**config.mk**
```make
export PLATFORM = sky130hd
export DESIGN_NAME = control_sequencer
export DESIGN_NICKNAME = d
export VERILOG_FILES = /design/src/rtl/control_sequencer.sv
export SDC_FILE = /design/constraint.sdc
export NUM_CORES = 1
export LEC_CHECK = 0
export BUFFER_PORTS_ARGS = -buffer_cell sky130_fd_sc_hd__buf_2
export CAP_MARGIN = 20
export CORE_ASPECT_RATIO = 1.25
export CORE_UTILIZATION = 35
export DETAILED_ROUTE_END_ITERATION = 10
export PLACE_DENSITY_LB_ADDON = 0.1
export SYNTH_ARGS = -nofsm -noshare
export SYNTH_HDL_FRONTEND = slang
export SYNTH_SLANG_ARGS = --single-unit
```
**constraint.sdc**
```tcl
create_clock -name clk -period 2.58 [get_ports clk]
set_input_delay 0.129 -clock clk [delete_from_list [all_inputs] [get_ports clk]]
set_output_delay 0.129 -clock clk [all_outputs]
set_load 0.03 [all_outputs]
```
**src/rtl/control_sequencer.sv**
```systemverilog
// Microprogram sequencer: next-state select, decode entry, microbranches,
// a small return stack for microsubroutines and an MFA wait stall.
module control_sequencer #(
  parameter int unsigned       ADDR_W      = 7,
  parameter int unsigned       STACK_DEPTH = 4,
  parameter logic [ADDR_W-1:0] RESET_STATE = '0,
  parameter logic [ADDR_W-1:0] FETCH_STATE = ADDR_W'(1)
) (
  input  logic              clk,
  input  logic              reset,
  input  logic [ADDR_W-1:0] encOut,
  input  logic              instCond,
  input  logic [2:0]        ns,
  input  logic [ADDR_W-1:0] crAddr,
  input  logic              cond,
  input  logic              mfa,
  output logic [ADDR_W-1:0] state,
  output logic              waiting,
  output logic              stackErr
);

  localparam int unsigned SP_W  = $clog2(STACK_DEPTH + 1);
  localparam int unsigned IDX_W =
    (STACK_DEPTH > 1) ? $clog2(STACK_DEPTH) : 1;
  localparam logic [SP_W-1:0] SP_FULL = SP_W'(STACK_DEPTH);

  typedef enum logic [2:0] {
    NS_INC    = 3'b000,
    NS_JUMP   = 3'b001,
    NS_DECODE = 3'b010,
    NS_BRT    = 3'b011,
    NS_BRF    = 3'b100,
    NS_CALL   = 3'b101,
    NS_RET    = 3'b110,
    NS_WAIT   = 3'b111
  } ns_e;

  ns_e               op;
  logic [ADDR_W-1:0] state_q, state_d;
  logic [SP_W-1:0]   sp_q, sp_d;
  logic              stack_err_q, stack_err_d;
  logic [ADDR_W-1:0] stack_q [STACK_DEPTH];
  logic [ADDR_W-1:0] inc;
  logic [IDX_W-1:0]  push_idx;
  logic [IDX_W-1:0]  pop_idx;
  logic              push;

  assign op       = ns_e'(ns);
  assign inc      = state_q + ADDR_W'(1);
  assign push_idx = IDX_W'(sp_q);
  assign pop_idx  = IDX_W'(sp_q - SP_W'(1));

  always_comb begin
    state_d     = state_q;
    sp_d        = sp_q;
    stack_err_d = stack_err_q;
    push        = 1'b0;
    unique case (op)
      NS_INC:    state_d = inc;
      NS_JUMP:   state_d = crAddr;
      NS_DECODE: state_d = instCond ? encOut : FETCH_STATE;
      NS_BRT:    state_d = cond ? crAddr : inc;
      NS_BRF:    state_d = cond ? inc : crAddr;
      NS_CALL: begin
        // A full stack still takes the jump; only the push is lost.
        state_d = crAddr;
        if (sp_q == SP_FULL) begin
          stack_err_d = 1'b1;
        end else begin
          push = 1'b1;
          sp_d = sp_q + SP_W'(1);
        end
      end
      NS_RET: begin
        if (sp_q == '0) begin
          state_d     = FETCH_STATE;
          stack_err_d = 1'b1;
        end else begin
          state_d = stack_q[pop_idx];
          sp_d    = sp_q - SP_W'(1);
        end
      end
      NS_WAIT:   state_d = mfa ? inc : state_q;
    endcase
  end

  always_ff @(posedge clk) begin
    if (reset) begin
      state_q     <= RESET_STATE;
      sp_q        <= '0;
      stack_err_q <= 1'b0;
    end else begin
      state_q     <= state_d;
      sp_q        <= sp_d;
      stack_err_q <= stack_err_d;
    end
  end

  // Stack contents are don't-care after reset; sp alone defines validity.
  always_ff @(posedge clk) begin
    if (!reset && push) begin
      stack_q[push_idx] <= inc;
    end
  end

  assign state    = state_q;
  assign stackErr = stack_err_q;
  assign waiting  = (op == NS_WAIT) && !mfa;

endmodule

```
# Word-level counts from Yosys, hierarchy flattened

Memory sizes are Yosys's and may differ from the RTL's.
Index checks and enable logic that the tools add are counted.

Flip-flop bits (word level): 11
RAM bits: 28
Output and inout port bits: 9
Memories kept: 1

$add $sub $neg: 3
Equality and inequality tests: 13
Multiplexer cells: 16
Reductions and logical operators: 10

Memories:

| memory  | words | width | rd ports | clocked after Yosys merged registers in | wr ports | RTL line | text |
|---|---|---|---|---|---|---|---|
| stack_q | 4     | 7     | 1        | 0                                       | 1        | 42       | `logic [ADDR_W-1:0] stack_q [STACK_DEPTH];` |

Operator list:

| operator              | number |
|---|---|
| $pmux W7 S7           | 1 |
| $mux W7               | 5 |
| $eq A3 B3 Y1 const B  | 5 |
| $ne A2 B2 Y1 const B  | 5 |
| $add A7 B1 Y7 const B | 1 |
| $eq A3 B2 Y1 const B  | 2 |
| $logic_not A3 Y1      | 2 |
| $mux W1               | 6 |
| $mux W3               | 2 |
| $pmux W3 S2           | 1 |
| $reduce_and A3 Y1     | 2 |
| $add A3 B1 Y3 const B | 1 |
| $eq A3 B1 Y1 const B  | 1 |
| $sub A3 B1 Y3 const B | 1 |
| $logic_and A1 B1 Y1   | 2 |
| $logic_not A1 Y1      | 2 |
| $pmux W1 S2           | 1 |
| $reduce_bool A2 Y1    | 1 |
| $reduce_or A2 Y1      | 1 |

# Logic depth before layout (Yosys ltp)

Word-level depth: 6
Mapped depth: 8
Gate-level depth less buffers: 7

# Least setup slack after synthesis

OpenSTA, ideal clock, no wires.

Path type: reg-to-reg
From: reg sp_q[0]
To: reg state_q[2] (netlist: state[2])
Data arrival time: 2.066 ns
Data required time: 2.454 ns
Setup slack: 0.388 ns
Stages on the path, launching flop included: 9
Buffers on the path: 2
Cells stage by stage: dfxtp_1 -> buf_6 -> inv_1 -> ha_1 -> clkbuf_1 -> mux4_2 -> a22o_1 -> a2111oi_4 -> nor4_1

Longest elaborated chain between the ends: 4
Elaborated cells between the ends (all ways): 5

Ends and longest elaborated chain:

| item                   | RTL line | text |
|---|---|---|
| start, declared        | 40       | `logic [SP_W-1:0] sp_q, sp_d;` |
| start signal, assigned | 94       | `sp_q <= sp_d;` |
| $sub A3 B1 Y3          | --       |  |
| $mem_v2 Z4 W7          | --       |  |
| $mux W7 *              | 75       | `if (sp_q == '0) begin` |
| $pmux W7 S7 *          | 58       | `unique case (op)` |
| end signal, assigned   | 93       | `state_q <= state_d;` |
| end, declared          | 39       | `logic [ADDR_W-1:0] state_q, state_d;` |

Mark *: on every way between the ends. The rest lies on a longest branch, timed or not.
A chain may end at the register's enable or synchronous reset.

# Worst setup path in the final report

From: reg sp_q[1]
To: reg state_q[2] (netlist: state[2])

The elaborated chain is that of the path after synthesis.

==> metrics <==
fin crit period=between 2 and 2.5 ns; crit path max fanout=8; post-synth cell types=between 40 and 50; outcome=finished, final reports clean; Max Clock Freq=approximately 0.47 GHz; Initial DRC Count=64; dominant cell type by area after synthesis=edfxtp_1; power per cell area=633 nW/um2; CP endpoint kind=flop; Yosys top cell area share=43.4%; largest net degree at the start of global routing=17; Routed WL per cell=17.7 um; commonest cells after routing, fill and taps aside=30 x buf_2, 28 x edfxtp_1, 19 x nand2_1, 13 x nor2_1, 11 x dfxtp_1; Tightest Pin Transition=0.571 ns; die height=approximately 85 um; area taken by multi-input logic gates=around 830 um2; top post-synthesis cells by area=edfxtp_1 43%, dfxtp_1 11%, mux4_1 8.1%; Slew Limit Fails=0; CP cell instances=inv_1, ha_1, mux4_2, a22o_1, a2111oi_4, nor4_1; sequential area share after synthesis=54.7%; H-tree levels=2; hold-fix buffers at CTS=0; Reg clk slew, reported paths=approximately 0.070 ns; fraction of layout cells with a size suffix above 1=26.1%; Post-synth EDFFs=28; Max Cap Viol=0; async set-reset flop share out of synthesis=0%; routed wire length=4.43 mm; post-placement cell area=2170 um2; initial antenna violation count=0; Static Leakage=0.882 nW; net switching fraction of the power=25.2%; GR Util All Layers=17.4%; Initial Util=37.4%; Resized cells post-CTS=0; Mapped Cells=151; # nets final=roughly 220; Worst Path Arrival=2.28 ns; routed vias=1376; number of clock sinks=39; Die Wd=between 60 and 70 um; core footprint=about 5200 um2; worst vdd ir=0.305 mV; Root Driver=clkbuf_8; RSZ-0062 raised after global routing=false; clk_lat worst skew=0.29 ns; Period Utilization, post-route=slightly above 80%; Most used DFF post-synth=edfxtp_1; Mapped Area=slightly below 2000 um2; first-pass GRT wire length=7.11 mm; CP max stage cell=ha_1; drt via density=5.50; Setup crit start kind=flop; multiplexer share of the synthesized area=9.81%; Port Buf Inserts=30; die area=5840 um2; Synth Area in Adders=3.87%; Cell Int Power=1.08 mW; CTS tree=done; Yosys reg bits=39; grt ovf=0; ANT cells=0; post-route setup TNS=0 ns; number of global-route vias before repair=1413; kind of critical path=reg -> reg; # DRC=0; CTS Buf Count=5; Clk network pwr share=34.7%; Final Instance Area=2280 um2; Rel. slew slack=61.7%; row count=29; sw power=365 uW; Post-Syn Nets=179; CP required=2.75 ns; Setup Buffers After CTS=0; register area=around 1100 um2; FILL cells=507; synth-to-layout area growth=17.9%; Reg power frac=approximately 50%; largest family of logic cells by synthesized area=simple AND/OR/NAND/NOR gates; Final HPWL DP=approximately 3.5 mm; CTS Buffer Depth=2; CP max stage delay=0.48 ns; Syn Area/Cell=12.8 um2; xor and xnor area share after synthesis=3.62%; synth warn=0; Hold Vio Cnt, Final=0; Setup violations, final=0; IO Pins=31; commonest non-fill, non-tap cell in the layout=buf_2; clk_skew=approximately 0.0063 ns; post-synthesis simple-gate area fraction=~15%; Final GP Congestion=approximately 0.74; part of the power in combinational logic=15.7%; post-route ant nets=0; HP Class=in -> reg; Detailed Routing Iterations Pass 1=4; complex-gate fraction of the synthesized area=10.8%
state kept, by name (all words and copies together) (netlist names):
signal	count
state	7
sp_q	3
stackErr	1
stack_q	28
through the flow:
stage | utilization, % | hold WS [ns] | total power, mW | setup WS, ns | std cells
floorplan | - | 0.208 | 0.881 | 0.388 | 151
CTS | 44.0 | 0.164 | 1.46 | 0.472 | 250
global route | 44.0 | 0.184 | 1.51 | 0.357 | 250
global placement | 41.9 | 0.459 | 0.956 | 0.557 | 242
detailed placement | 41.9 | 0.467 | 0.962 | 0.483 | 242
finish | 44.0 | 0.180 | 1.45 | 0.465 | 250
cells in the mapped netlist, types with 2 or more instances:
library cell / count
xnor2_1: 6
a221oi_1: 2
edfxtp_1: 28
or2_1: 2
inv_1: 3
mux4_1: 6
and2_1: 4
nand3_1: 4
clkbuf_1: 4
a222oi_1: 6
ha_1: 6
nand2_1: 19
dfxtp_1: 11
nor2b_1: 4
nand3b_1: 2
a211oi_1: 6
xor2_1: 2
nor2_1: 13
area by class of cell:
cell class,instances,share of cell area [%]
Clock buffer,5,3.01
Clock inverter,3,1.92
Inverter,4,0.657
Multi-Input combinational cell,102,36.4
Sequential cell,39,46.4
Tap cell,62,3.40
Timing Repair Buffer,35,8.21
worst paths after layout:
path	from	end	slack, ns	cells after the start
setup / recovery	sp_q[1]$_SDFFE_PP0P_	state[2]$_SDFFE_PP0N_	0.46	6
hold / removal	reset	sp_q[2]$_SDFFE_PP0P_	0.18	2
setup reg to reg	sp_q[1]$_SDFFE_PP0P_	state[2]$_SDFFE_PP0N_	0.46	6
hold reg to reg	stackErr$_SDFFE_PP0P_	stackErr$_SDFFE_PP0P_	0.49	2
power groups by stage:
stage          Clock, mW  Combinational [mW]  Sequential, mW
2_1_floorplan          0               0.131           0.750
3_3_place_gp           0               0.225           0.731
3_5_place_dp           0               0.230           0.732
4_1_cts            0.516               0.230           0.718
5_1_grt            0.541               0.251           0.720
6_report           0.501               0.227           0.717
critical path: cells and delay by family (launching register included):
kind / cells / cell delay [ns]
fa+ha+maj: 1 / 0.48
mux: 1 / 0.35
buf+inv: 1 / 0.09
simple gates: 1 / 0.08
flops: 1 / 0.37
compound gates: 2 / 0.61
logic make-up (layout without fill, tap and decap cells):
kind of cell / Yosys count / count (layout)
DFF: 39 / 39
buffers and inverters: 10 / 47
muxes: 8 / 8
and+or+nand+nor: 57 / 57
adders and majority gates: 6 / 6
xor gates and xnor gates: 8 / 8
AOI/OAI and AO/OA: 23 / 23
metal layers:
layer  GRT usage [%]  part of all wire [%]  vias up  routed length [um]
li1                -                     -      654                   -
met1            19.4                    39      690                1720
met2            30.8                    58       28                2560
met3            4.70                   2.6        4                 117
met4            5.68                  0.88        0                  39
met5               0                     0        -                   0
Note: power is estimated with default switching activity, not from simulation.
